## src/rtl/io_port_pkg.sv

```systemverilog
// Shared register map and address-width helper for the GPIO bank.
package io_port_pkg;

    localparam int unsigned REG_OFF_W = 3;

    localparam logic [REG_OFF_W-1:0] OFF_OUT  = 3'd0;
    localparam logic [REG_OFF_W-1:0] OFF_DIR  = 3'd1;
    localparam logic [REG_OFF_W-1:0] OFF_PIN  = 3'd2;
    localparam logic [REG_OFF_W-1:0] OFF_IE   = 3'd3;
    localparam logic [REG_OFF_W-1:0] OFF_PEND = 3'd4;
    localparam logic [REG_OFF_W-1:0] OFF_EDGE = 3'd5;

    function automatic int unsigned addr_width(input int unsigned num_ports);
        return unsigned'($clog2(num_ports)) + REG_OFF_W;
    endfunction

endpackage

```

## src/rtl/io_sync_edge.sv

```systemverilog
// Per-port input synchroniser with one-cycle delayed copy for rise/fall detection.
module io_sync_edge #(
    parameter int unsigned DATA_W      = 16,
    parameter int unsigned SYNC_STAGES = 2
) (
    input  logic              clk_i,
    input  logic              rst_n,
    input  logic [DATA_W-1:0] pin_i,
    output logic [DATA_W-1:0] sync_o,
    output logic [DATA_W-1:0] rise_o,
    output logic [DATA_W-1:0] fall_o
);

    logic [DATA_W-1:0] sync_q [SYNC_STAGES];
    logic [DATA_W-1:0] dly_q;

    always_ff @(posedge clk_i or negedge rst_n) begin
        if (!rst_n) begin
            for (int i = 0; i < int'(SYNC_STAGES); i++) begin
                sync_q[i] <= '0;
            end
            dly_q <= '0;
        end else begin
            sync_q[0] <= pin_i;
            for (int i = 1; i < int'(SYNC_STAGES); i++) begin
                sync_q[i] <= sync_q[i-1];
            end
            dly_q <= sync_q[SYNC_STAGES-1];
        end
    end

    assign sync_o = sync_q[SYNC_STAGES-1];
    assign rise_o = sync_q[SYNC_STAGES-1] & ~dly_q;
    assign fall_o = ~sync_q[SYNC_STAGES-1] & dly_q;

endmodule

```

## src/rtl/io_port_bank.sv

```systemverilog
// Indexed GPIO bank: per-port OUT/DIR/IE/PEND/EDGE registers, synchronised PIN,
// registered read path and aggregated registered interrupt.
module io_port_bank
    import io_port_pkg::*;
#(
    parameter int unsigned DATA_W      = 16,
    parameter int unsigned NUM_PORTS   = 2,
    parameter int unsigned SYNC_STAGES = 2,
    parameter int unsigned ADDR_W      = addr_width(NUM_PORTS)
) (
    input  logic                        clk_i,
    input  logic                        rst_n,
    input  logic [ADDR_W-1:0]           addr_i,
    input  logic                        wr_en_i,
    input  logic                        rd_en_i,
    input  logic [DATA_W-1:0]           wdata_i,
    output logic [DATA_W-1:0]           rdata_o,
    output logic                        rd_valid_o,
    input  logic [NUM_PORTS*DATA_W-1:0] pin_in_i,
    output logic [NUM_PORTS*DATA_W-1:0] pin_out_o,
    output logic [NUM_PORTS*DATA_W-1:0] pin_oe_o,
    output logic                        irq_o
);

    logic [DATA_W-1:0] out_q  [NUM_PORTS];
    logic [DATA_W-1:0] dir_q  [NUM_PORTS];
    logic [DATA_W-1:0] ie_q   [NUM_PORTS];
    logic [DATA_W-1:0] pend_q [NUM_PORTS];
    logic [DATA_W-1:0] pend_d [NUM_PORTS];
    logic [DATA_W-1:0] edge_q [NUM_PORTS];
    logic [DATA_W-1:0] sync_v [NUM_PORTS];
    logic [DATA_W-1:0] rise   [NUM_PORTS];
    logic [DATA_W-1:0] fall   [NUM_PORTS];

    logic [REG_OFF_W-1:0] off;
    int unsigned          port_idx;
    logic                 wr_ok;
    logic [DATA_W-1:0]    rd_val;
    logic [DATA_W-1:0]    rdata_q;
    logic                 rd_valid_q;
    logic                 irq_d, irq_q;

    always_comb begin
        off      = addr_i[REG_OFF_W-1:0];
        port_idx = 32'(addr_i) >> REG_OFF_W;
        wr_ok    = wr_en_i && (port_idx < NUM_PORTS);
    end

    for (genvar g = 0; g < int'(NUM_PORTS); g++) begin : g_port
        io_sync_edge #(
            .DATA_W      (DATA_W),
            .SYNC_STAGES (SYNC_STAGES)
        ) u_sync_edge (
            .clk_i  (clk_i),
            .rst_n  (rst_n),
            .pin_i  (pin_in_i[g*DATA_W +: DATA_W]),
            .sync_o (sync_v[g]),
            .rise_o (rise[g]),
            .fall_o (fall[g])
        );
        assign pin_out_o[g*DATA_W +: DATA_W] = out_q[g];
        assign pin_oe_o[g*DATA_W +: DATA_W]  = dir_q[g];
    end

    // Clear first, then OR in new events so a same-cycle event wins over W1C.
    always_comb begin
        irq_d = 1'b0;
        for (int unsigned p = 0; p < NUM_PORTS; p++) begin
            pend_d[p] = pend_q[p];
            if (wr_ok && port_idx == p && off == OFF_PEND) begin
                pend_d[p] = pend_d[p] & ~wdata_i;
            end
            pend_d[p] = pend_d[p] | (edge_q[p] & rise[p]) | (~edge_q[p] & fall[p]);
            irq_d     = irq_d | (|(pend_q[p] & ie_q[p]));
        end
    end

    always_comb begin
        rd_val = '0;
        for (int unsigned p = 0; p < NUM_PORTS; p++) begin
            if (port_idx == p) begin
                case (off)
                    OFF_OUT:  rd_val = out_q[p];
                    OFF_DIR:  rd_val = dir_q[p];
                    OFF_PIN:  rd_val = sync_v[p];
                    OFF_IE:   rd_val = ie_q[p];
                    OFF_PEND: rd_val = pend_q[p];
                    OFF_EDGE: rd_val = edge_q[p];
                    default:  rd_val = '0;
                endcase
            end
        end
    end

    always_ff @(posedge clk_i or negedge rst_n) begin
        if (!rst_n) begin
            for (int unsigned p = 0; p < NUM_PORTS; p++) begin
                out_q[p]  <= '0;
                dir_q[p]  <= '0;
                ie_q[p]   <= '0;
                pend_q[p] <= '0;
                edge_q[p] <= '0;
            end
            rdata_q    <= '0;
            rd_valid_q <= 1'b0;
            irq_q      <= 1'b0;
        end else begin
            for (int unsigned p = 0; p < NUM_PORTS; p++) begin
                pend_q[p] <= pend_d[p];
                if (wr_ok && port_idx == p) begin
                    case (off)
                        OFF_OUT:  out_q[p]  <= wdata_i;
                        OFF_DIR:  dir_q[p]  <= wdata_i;
                        OFF_IE:   ie_q[p]   <= wdata_i;
                        OFF_EDGE: edge_q[p] <= wdata_i;
                        default:  ;
                    endcase
                end
            end
            rd_valid_q <= rd_en_i;
            rdata_q    <= rd_en_i ? rd_val : '0;
            irq_q      <= irq_d;
        end
    end

    assign rdata_o    = rdata_q;
    assign rd_valid_o = rd_valid_q;
    assign irq_o      = irq_q;

endmodule

```

## config.mk

```make
export PLATFORM = sky130hd
export DESIGN_NAME = io_port_bank
export DESIGN_NICKNAME = d
export VERILOG_FILES = /design/src/rtl/io_port_pkg.sv /design/src/rtl/io_sync_edge.sv /design/src/rtl/io_port_bank.sv
export SDC_FILE = /design/constraint.sdc
export NUM_CORES = 1
export LEC_CHECK = 0
export BUFFER_PORTS_ARGS = -buffer_cell sky130_fd_sc_hd__buf_2
export CAP_MARGIN = 15
export CORE_MARGIN = 3
export CORE_UTILIZATION = 50
export DETAILED_ROUTE_END_ITERATION = 10
export GPL_TIMING_DRIVEN = 0
export PLACE_DENSITY = 0.7
export RECOVER_POWER = 50
export SLEW_MARGIN = 20
export SYNTH_ARGS = -nofsm -noshare
export SYNTH_HDL_FRONTEND = slang
export SYNTH_HIERARCHICAL = 1
export SYNTH_SLANG_ARGS = --single-unit
```

## constraint.sdc

```tcl
create_clock -name clk_i -period 2.97 [get_ports clk_i]
set_input_delay 0.594 -clock clk_i [delete_from_list [all_inputs] [get_ports clk_i]]
set_output_delay 0.594 -clock clk_i [all_outputs]
set_load 0.02 [all_outputs]
```

# == Yosys cells after proc, flatten, opt, wreduce, memory -nomap -nowiden ==
# Cells that the tools add are included.
# op_classes
n_lt_le_gt_ge,1
eq_ne,5
n_mux,7
bitwise,24
n_reduce_logical,17
# op_table
op,count
$and A16 B16 Y16,12
$pmux W16 S6,2
$not A16 Y16,7
$mux W16,5
$or A16 B16 Y16,4
$logic_not A32 Y1,1
$reduce_or A16 Y1,2
$reduce_and A2 Y1,8
$eq A3 B2 Y1 const B,2
$eq A3 B3 Y1 const B,2
$logic_and A1 B1 Y1,5
$eq A3 B1 Y1 const B,1
$logic_not A3 Y1,1
$lt A1 B2 Y1 const B,1
$or A1 B1 Y1,1
# totals
reg_bits,274
inputBits,56
output_inout_bits,82
wordCells,73

# == Longest topological paths before layout ==
# depth
depth_word,7
mapped_depth,8
depth_no_buf,4

# == Modules after synthesis ==
# Netlist, hierarchy kept.
# by_module_without_submodules
mod,instances,cells_each,area_per_inst_um2,seq_area_each_um2
io_port_bank,1,720,8829.7,4454.3
io_sync_edge,2,96,1601.5,1201.2

# == Least setup slack after synthesis ==
# No wires, ideal clock.
# synth_path
path_type,input port to flip-flop
startpoint,input port addr_i[2]
endpoint,register edge_q[21] (netlist name)
setup_ps,125
t_arrival_ps,1857
required_time_ps,2845
setup_slack_ps,988
stages,6
n_path_buf,2
cell_sequence,buf_2 > nor2b_1 > nand2_1 > nor2_2 > buf_6 > mux2_2
# synth_via
elab_chain_len,2
# synth_lines
element,line_no,source
"start, declared",io_port_bank.sv:13,"input logic [ADDR_W-1:0] addr_i,"
$eq A3 B3 Y1,io_port_bank.sv:111,case (off)
$reduce_and A2 Y1 (no source line),--,
"end signal, assigned by index",io_port_bank.sv:115,OFF_EDGE: edge_q[p] <= wdata_i;
"end, declared",io_port_bank.sv:30,logic [DATA_W-1:0] edge_q [NUM_PORTS];
# No other way between the ends.
# A chain may end at the register's enable or synchronous reset.

==> metrics.md <==
| Metric | Value |
|---|---|
| Status | `completed` |
| Total CTS buffers | `29` |
| Post-synth EDFFs | `0` |
| Clock network power share | `38.5%` |
| Clock Tree Root | `clkbuf_16` |
| Dominant cell type by area after synthesis | `dfrtp_1` |
| Crit path max fanout | `10` |
| Pre-CTS setup slack | `approximately 250 ps` |
| Leakage | `approximately 6.4 nW` |
| Warnings from Yosys | `6` |
| Vias in the first global route | `8296` |
| Synth top area share | `between 50% and 60%` |
| Initial core utilization | `51.1%` |
| Worst slew margin | `10.8%` |
| Seq/Total Area, Yosys | `a little under three fifths` |
| Async SR Flop Fraction | `100%` |
| Max-cap viol count | `0` |
| Final Instance Count excl. Fillers | `about 1400` |
| Gpl congestion | `0.920` |
| Total GRT Usage | `26.1%` |
| Crit path launch type | `input port` |
| Dpl hpwl | `roughly 23 mm` |
| Fin area | `about 0.014 mm²` |
| Crit Path Class | `in2reg` |
| Worst skew pair latency | `about 550 ps` |
| Global-route wire length before repair | `51.3 mm` |
| Clk sinks | `approximately 270` |
| Nets | `about 1100` |
| Worst-path clk slew | `roughly 60 ps` |
| Largest net degree at the start of global routing | `between 80 and 90` |
| Horiz. Die Dim | `~160 µm` |
| CTS tree | `done` |
| CTS resizes | `0` |
| Die Height | `~160 µm` |
| Total gr overflow | `0` |
| Initial antenna violation count | `0` |
| Syn Nets | `968` |
| Net Sw Power | `between 2 and 3 mW` |
| Placed Cells | `between 1000 and 1500` |
| Sw frac | `28.0%` |
| Minimum clock period | `around 2400 ps` |
| Clk_skew | `approximately 7.4 ps` |
| Drt first pass iters | `5` |
| Post-Syn Area per Cell | `between 10 and 15 µm²` |
| Final WS setup | `around 560 ps` |
| H-tree Lvls | `1` |
| Area of the multi-input gates | `about 0.0045 mm²` |
| Total power | `~11 mW` |
| Post-CTS Setup Inserts | `0` |
| Area Growth Syn to Fin | `17.5%` |
| Most common cell in the netlist | `dfrtp_1` |
| # diodes | `0` |
| Final WL | `about 34 mm` |
| Post-CTS Hold Buffers | `1` |
| Rows | `56` |
| Seq pwr share | `45.0%` |
| Flops & latches, synth | `approximately 270` |
| Gate power share | `approximately 17%` |
| Filler Cell Count | `between 1500 and 2000` |
| Largest cells by area after synthesis | `dfrtp_1 57%, mux2_2 13%, and2b_2 4.7%, mux2i_1 4.6%, buf_4 2.8%` |
| Hold Violations, Final | `0` |
| Worst Tran Pin Value | `around 1300 ps` |
| PortBufs | `118` |
| Crit path DAT | `about 2800 ps` |
| Drc violations | `0` |
| Initial DRC Count | `around 900` |
| Peak VDD IR | `636 µV` |
| Commonest cells post-synth | `274 x dfrtp_1, 134 x mux2_2, 64 x and2b_2` |
| Core Area | `between 0.02 and 0.025 mm²` |
| Unique masters post-synth | `47` |
| Area post-placement | `0.0131 mm²` |
| # IOs | `138` |
| Pwr dens | `between 700 and 800 mW/mm²` |
| Crit. End Element | `flip-flop` |
| Vias/cell | `a little under 6` |
| Final Max Tran Viols | `0` |
| DR vias | `a little over 8000` |
| Unrepaired setup endpoints after global routing | `false` |
| Mapped cell area | `around 0.012 mm²` |
| Synth Instances | `roughly 900` |
| Hold crit path type | `in2reg` |
| Clock tree buffer depth | `3` |
| Power Internal | `between 7 and 8 mW` |
| Final Setup Violations | `0` |
| Die ar. | `about 0.026 mm²` |
| Worst Path Required | `3400 ps` |
| Reg area | `around 0.0069 mm²` |
| Setup TNS | `0 ps` |
| Fmax | `415 MHz` |
| Antenna-violating nets left | `0` |
| Final period util | `roughly four fifths` |
| Layout cell share with drive strength beyond 1 | `a little over two fifths` |
| DR WL/cell | `between 20 and 25 µm` |
| Top_reg_cell synth | `dfrtp_1` |
[registers in the layout (all words and copies together) (netlist names)]
name                       count
rdata_o                       16
g_port.u_sync_edge/dly_q      32
pin_oe_o                      32
rd_valid_o                     1
g_port.u_sync_edge/sync_o     32
irq_o                          1
g_port.u_sync_edge/sync_q     32
pin_out_o                     32
pend_q                        32
ie_q                          32
edge_q                        32
[per-layer routing]
layer	wire [µm]	vias up	track usage [%]
li1	-	3569	-
met4	1590	0	10.4
met2	15100	440	39.8
met1	14700	4153	37.5
met5	0	-	0
met3	2860	105	4.87
[path summary, 6_finish.rpt]
kind / from / endpoint / slack (ps) / cells after the start
max: addr_i[1] / pend_q[10]$_DFF_PN0_ / 560 / 7
min: pin_in_i[9] / g_port[0].u_sync_edge/sync_q[25]$_DFF_PN0_ / 140 / 1
max reg2reg: pend_q[27]$_DFF_PN0_ / irq_o$_DFF_PN0_ / 1100 / 3
min reg2reg: g_port[1].u_sync_edge/sync_q[28]$_DFF_PN0_ / g_port[1].u_sync_edge/sync_o[12]$_DFF_PN0_ / 340 / 0
max in group asynchronous: rst_n / g_port[0].u_sync_edge/sync_q[18]$_DFF_PN0_ / 800 / 4
min in group asynchronous: rst_n / pend_q[5]$_DFF_PN0_ / 490 / 2
[through the flow]
stage / utilization (%) / hold WS (ps)
after CTS: 60.3 / 127
after global placement: 55.3 / 333
after detailed placement: 55.7 / 335
after global routing: 60.1 / 134
final: 60.1 / 145
after floorplan: - / 298
[power by group through the flow]
stage / combinational (mW) / sequential [mW] / clock [mW]
final: 1.74 / 4.74 / 4.05
after global routing: 1.86 / 4.79 / 4.26
after CTS: 1.75 / 4.73 / 4.10
after detailed placement: 1.74 / 4.79 / 0
after global placement: 1.69 / 4.77 / 0
after floorplan: 0.886 / 4.89 / 0
[placed cells by master, fill, tap and decap left out, drive strengths merged, types with 20 or more instances in the layout]
cell type    n
a21oi       31
clkbuf      51
a211oi      21
dfrtp      274
mux2       134
nor2b       34
a221o       32
a22oi       20
nand2       45
and2b       64
buf        197
mux2i       55
[kinds of logic after synthesis]
family / after synthesis / synth area share (%)
AO/OA/AOI/OAI: 158 / 9.73
AND/OR/NAND/NOR: 192 / 10.4
buffers and inverters: 95 / 5.03
flip-flops: 274 / 57.0
multiplexers: 193 / 17.9
[critical path, stage by stage]
cell and delay, ps:
buf_2 130, nand2b_1 140, buf_4 190, nor3_1 1000
buf_4 390, nand2_1 90, a221o_1 300
[cell type report]
type                       instances  share of cell area, %
buffer                            90                   4.15
clock inverter                    17                   1.94
tap                              319                   2.82
clock buffer                      37                   5.70
sequential                       274                   48.5
inverter                           5                  0.133
timing repair buffer             122                   4.61
multi-input combinational        543                   32.2
Power figures use the tool's default switching activity.
